## src/rtl/data_mem_responder.sv

```systemverilog
// Data-memory responder: serves scalar and vector load/store requests from the
// memory stage against a 32-bit synchronous memory with 1-cycle read latency.
// Vector accesses are split into V/N word beats inside one aligned block.
module data_mem_responder #(
    parameter int unsigned N = 32,
    parameter int unsigned V = 256
) (
    input  logic         clk,
    input  logic         rst,
    input  logic         MemReadM,
    input  logic         MemWriteM,
    input  logic         VecAccessM,
    input  logic [N-1:0] AddressM,
    input  logic [3:0]   ByteenaM,
    input  logic [N-1:0] WriteDataM,
    input  logic [V-1:0] WriteDataVM,
    output logic [N-1:0] ReadDataS,
    output logic [V-1:0] ReadDataV,
    output logic         Busy,
    input  logic [N-1:0] ReadData,
    output logic [N-1:0] AddressData,
    output logic [3:0]   ByteenaData,
    output logic [N-1:0] WriteData,
    output logic         RdenData,
    output logic         WrenData
);

    localparam int unsigned B     = V / N;
    localparam int unsigned LaneW = $clog2(B);
    localparam int unsigned OffW  = $clog2(V / 8);

    typedef enum logic [2:0] {StIdle, StSrd, StVrd, StVrdl, StVwr, StDone} state_e;

    state_e           state_q, state_d;
    logic [LaneW-1:0] k_q, k_d;
    logic [N-1:0]     addr_q, addr_d;
    logic [V-1:0]     wdata_q, wdata_d;
    logic [N-1:0]     rdata_s_q, rdata_s_d;
    logic [V-1:0]     rdata_v_q, rdata_v_d;

    logic [N-1:0]     req_word_addr;
    logic [N-1:0]     req_base_addr;
    logic [N-1:0]     beat_addr;
    logic [N-1:0]     wr_lane;
    logic             cap_en;
    logic [LaneW-1:0] cap_lane;
    logic             unused_addr_bits;

    assign req_word_addr    = {AddressM[N-1:2], 2'b00};
    assign req_base_addr    = {AddressM[N-1:OffW], {OffW{1'b0}}};
    // Beat index replaces the word-offset field, so beats never leave the block.
    assign beat_addr        = {addr_q[N-1:OffW], k_q, 2'b00};
    assign unused_addr_bits = ^AddressM[1:0];

    // Select the latched store lane for the current beat.
    always_comb begin
        wr_lane = '0;
        for (int i = 0; i < int'(B); i++) begin
            if (k_q == LaneW'(i)) begin
                wr_lane = wdata_q[i*N +: N];
            end
        end
    end

    // Next-state, request latching and memory-side outputs.
    always_comb begin
        state_d     = state_q;
        k_d         = k_q;
        addr_d      = addr_q;
        wdata_d     = wdata_q;
        rdata_s_d   = rdata_s_q;
        cap_en      = 1'b0;
        cap_lane    = k_q - LaneW'(1);
        Busy        = 1'b0;
        RdenData    = 1'b0;
        WrenData    = 1'b0;
        AddressData = beat_addr;
        ByteenaData = 4'hF;
        WriteData   = wr_lane;

        unique case (state_q)
            StIdle: begin
                AddressData = VecAccessM ? req_base_addr : req_word_addr;
                ByteenaData = ByteenaM;
                WriteData   = WriteDataM;
                // Write wins when both request lines are high.
                if (MemWriteM) begin
                    WrenData = 1'b1;
                    if (VecAccessM) begin
                        ByteenaData = 4'hF;
                        WriteData   = WriteDataVM[N-1:0];
                        Busy        = 1'b1;
                        addr_d      = req_base_addr;
                        wdata_d     = WriteDataVM;
                        k_d         = LaneW'(1);
                        state_d     = StVwr;
                    end
                end else if (MemReadM) begin
                    RdenData    = 1'b1;
                    ByteenaData = 4'hF;
                    Busy        = 1'b1;
                    if (VecAccessM) begin
                        addr_d  = req_base_addr;
                        k_d     = LaneW'(1);
                        state_d = StVrd;
                    end else begin
                        addr_d  = req_word_addr;
                        k_d     = '0;
                        state_d = StSrd;
                    end
                end
            end
            StSrd: begin
                Busy        = 1'b1;
                AddressData = addr_q;
                rdata_s_d   = ReadData;
                state_d     = StDone;
            end
            StVrd: begin
                Busy     = 1'b1;
                RdenData = 1'b1;
                cap_en   = 1'b1;
                k_d      = k_q + LaneW'(1);
                if (k_q == LaneW'(B - 1)) begin
                    state_d = StVrdl;
                end
            end
            StVrdl: begin
                Busy     = 1'b1;
                cap_en   = 1'b1;
                cap_lane = LaneW'(B - 1);
                k_d      = '0;
                state_d  = StDone;
            end
            StVwr: begin
                Busy     = 1'b1;
                WrenData = 1'b1;
                k_d      = k_q + LaneW'(1);
                if (k_q == LaneW'(B - 1)) begin
                    state_d = StDone;
                end
            end
            StDone: begin
                // Request inputs are ignored here; the pipeline advances on this edge.
                k_d     = '0;
                state_d = StIdle;
            end
            default: begin
                state_d = StIdle;
            end
        endcase

        // No stall and no memory traffic while reset is held.
        if (rst) begin
            Busy     = 1'b0;
            RdenData = 1'b0;
            WrenData = 1'b0;
        end
    end

    // Insert returned read data into its vector lane; other lanes keep old values.
    always_comb begin
        rdata_v_d = rdata_v_q;
        for (int i = 0; i < int'(B); i++) begin
            if (cap_en && (cap_lane == LaneW'(i))) begin
                rdata_v_d[i*N +: N] = ReadData;
            end
        end
    end

    // State and request/result registers.
    always_ff @(posedge clk) begin
        if (rst) begin
            state_q   <= StIdle;
            k_q       <= '0;
            addr_q    <= '0;
            wdata_q   <= '0;
            rdata_s_q <= '0;
            rdata_v_q <= '0;
        end else begin
            state_q   <= state_d;
            k_q       <= k_d;
            addr_q    <= addr_d;
            wdata_q   <= wdata_d;
            rdata_s_q <= rdata_s_d;
            rdata_v_q <= rdata_v_d;
        end
    end

    assign ReadDataS = rdata_s_q;
    assign ReadDataV = rdata_v_q;

endmodule

```

## config.mk

```make
export PLATFORM = sky130hd
export DESIGN_NAME = data_mem_responder
export DESIGN_NICKNAME = d
export VERILOG_FILES = /design/src/rtl/data_mem_responder.sv
export SDC_FILE = /design/constraint.sdc
export NUM_CORES = 1
export LEC_CHECK = 0
export CAP_MARGIN = 5
export CORE_AREA = 2 2 282 284
export DETAILED_ROUTE_END_ITERATION = 12
export DIE_AREA = 0 0 284 286
export HOLD_SLACK_MARGIN = 0.12
export PLACE_DENSITY = 0.63
export SLEW_MARGIN = 20
export SYNTH_ARGS = -nofsm -noshare
export SYNTH_HDL_FRONTEND = slang
export SYNTH_SLANG_ARGS = --single-unit
```

## constraint.sdc

```tcl
create_clock -name clk -period 8.2 [get_ports clk]
set_input_delay 2.46 -clock clk [delete_from_list [all_inputs] [get_ports clk]]
set_output_delay 2.46 -clock clk [all_outputs]
set_load 0.01 [all_outputs]
```

==> results.cfg <==
[floorplan]
start_util_pct = 30.9
die_w_microns = 284
chipHeight_microns = 286
pin_count = 720
dieArea_sq_um = 81200
core_sq_um = 78400
num_rows = 103

[final_layout]
seqCellArea_sq_um = 11600
drive_gt1_share_pct = 4.83
multiInputGateArea_sq_um = 11400
area_growth_pct = 41.8
final_common_cell = nand2_1
n_fill_cell = 7998
nets = 4111
fin_cells = 4862
mostFrequentLayoutCells = 1237 x nand2_1, 714 x clkdlybuf4s50_1, 580 x dfxtp_1

[cts]
clk_path_buf_depth = 3
cts.sinks = 580
cts_tree = built
cts_root_buffer = clkbuf_16
cts_hold_buffers = 0
clk_pin_slew_ns = 0.06
cts.repair.resized = 0
clk_latency_ns = 0.61
cts_setup_buffers = 0
numCtsBuffers = 68
htreeDepth = 3

[timing]
holdWs_ns = 0.451
max_freq_ghz = 0.132
drv_slew = 0
timing.setup.tns_ns = 0
tightest_slew_ns = 1.12
finalHoldViolCount = 0
rsz0062_at_grt = no
finalClockSkew_ns = 0.0414
setup_viol_count_final = 0
fin_crit_sh_pct = 92.6
fin_crit_ns = 7.59
maxSlewHeadroom_pct = 25.0

[synth]
synthSimpleGateAreaFrac_pct = 25.8
yosys.area_share.adder_pct = 0.362
synth-edff-count = 0
syn_avg_cell_area_sq_um = 7.52
synth_flop_cell = dfxtp_1
ys_types = 43
synth_compound_area_share_pct = 17.9
synth_top_family_by_area = simple AND/OR/NAND/NOR gates
synth-seq-cells = 580
ys_seq_area_share_pct = 48.0
synthArstFlopShare_pct = 0
synthCells = 3214
ys_warn_count = 0
synth_mux_area_share_pct = 2.65
synth_xor_area_share_pct = 0.140
syn_area_sq_um = 24200

[global_routing]
grt_max_degree = 209
grt.overflow.total = 0
grt_pass1_wl_microns = 144000
antenna_found_initial = 22
grt_pass1_vias = 22430
grt_use_total_pct = 23.0

[placed_design]
io_buffers = 715
dp_cells = 4723
dp_hpwl_microns = 66000
place_congestion = 0.857

[worst_setup_path]
path_max_fanout = 19
critical_path_arrival_ns = 5.13
worstSetupPathType = input port to output port
required_ns = 5.74
setup.worst_path.start_class = input port
endpoint_kind = output port

[pwr]
ir_drop_mv = 0.159
power_density_nw_per_um2 = 238
p_leak_nw = 11.6

[drt]
drt-pass1-iter-count = 5
wl_microns = 98500
drtIter0Drc = 2120
ant_nets = 0
avgRoutedWirePerCell_microns = 20.3
drc_errors = 0
vias = 24067
viasPerCell = 4.95

[min_path]
hold_path.class = register to register

[flow_run]
drv_cap = 0

[status]
status = finished clean
==> flip-flops by register name, indices dropped and copies added (netlist names) <==
signal / count
wdata_q: 256
ReadDataV: 256
addr_q: 30
ReadDataS: 32
k_q: 3
state_q: 3
==> cell families (layout without fill, tap and decap cells) <==
group	Yosys count	in the layout
buffers and inverters	310	887
muxes	64	64
adders and majority gates	7	7
AOI/OAI and AO/OA	756	756
xor gates and xnor gates	3	3
and+or+nand+nor	1493	1493
DFF	580	580
other	1	22
==> synth_stat cells (8+ instances only) <==
library cell / instances / share of area (%)
nor2b_1: 33 / 0.85
nor3b_1: 33 / 1.0
a221o_1: 31 / 1.3
buf_2: 55 / 1.1
nand3_1: 33 / 0.68
a221oi_1: 32 / 1.2
dfxtp_1: 580 / 48
o2111ai_1: 32 / 1.2
or3_1: 8 / 0.21
a21oi_1: 546 / 11
nand2b_1: 102 / 2.6
o221ai_1: 33 / 1.2
clkbuf_1: 240 / 3.7
nor2_1: 15 / 0.23
mux2i_1: 64 / 2.6
nand2_1: 1239 / 19
o21ai_0: 72 / 1.5
==> through the flow <==
stage                     utilization (%)  instance area (sq um)  setup WS [ns]  power, mW
after global placement               40.8                  31900          0.613       5.10
after CTS                            43.7                  34200          0.574       8.26
final                                43.8                  34300          0.608       8.18
after detailed placement             40.8                  31900          0.583       5.11
after floorplan                         -                  24200           2.00       4.22
after global routing                 43.7                  34300          0.438       8.54
==> final cells by class <==
class	count	area share [%]
sequential	580	33.9
clock buffer	94	5.60
antenna	20	0.146
timing repair buffer	761	22.0
tap	1050	3.83
inverter	7	0.0766
multi-input combinational	2325	33.4
clock inverter	25	1.09
==> worst max-delay path: stages <==
cell	delay (ns)
clkdlybuf4s50_1	0.59
nand2_2	0.70
nand3_1	0.48
or2_2	0.41
clkdlybuf4s50_1	0.48
==> path summary, 6_finish.rpt <==
check,slack [ns],cells after the start,from,endpoint
setup / recovery,0.61,5,MemWriteM,ByteenaData[1]
hold / removal,0.45,2,addr_q[2],addr_q[2]
setup reg to reg,4.88,6,k_q[0],ReadDataV[53]
hold reg to reg,0.45,2,addr_q[2],addr_q[2]
==> layer usage <==
metal  up-vias  track usage [%]  share of wire [%]
li1      11718                -                  -
met2       812             38.6                 49
met1     11337             28.4                 41
met4         6             11.1                4.3
met5         -                0              0.035
met3       194             4.48                6.4
==> power by group <==
part           leakage [nW]  switching (mW)  internal [mW]  total, mW
logic                  5.74            1.15          0.797       1.94
registers              4.70           0.115           3.00       3.11
clock network          1.13            1.29           1.82       3.12
total                  11.6            2.55           5.62       8.18
(Power assumes the default switching activity.)
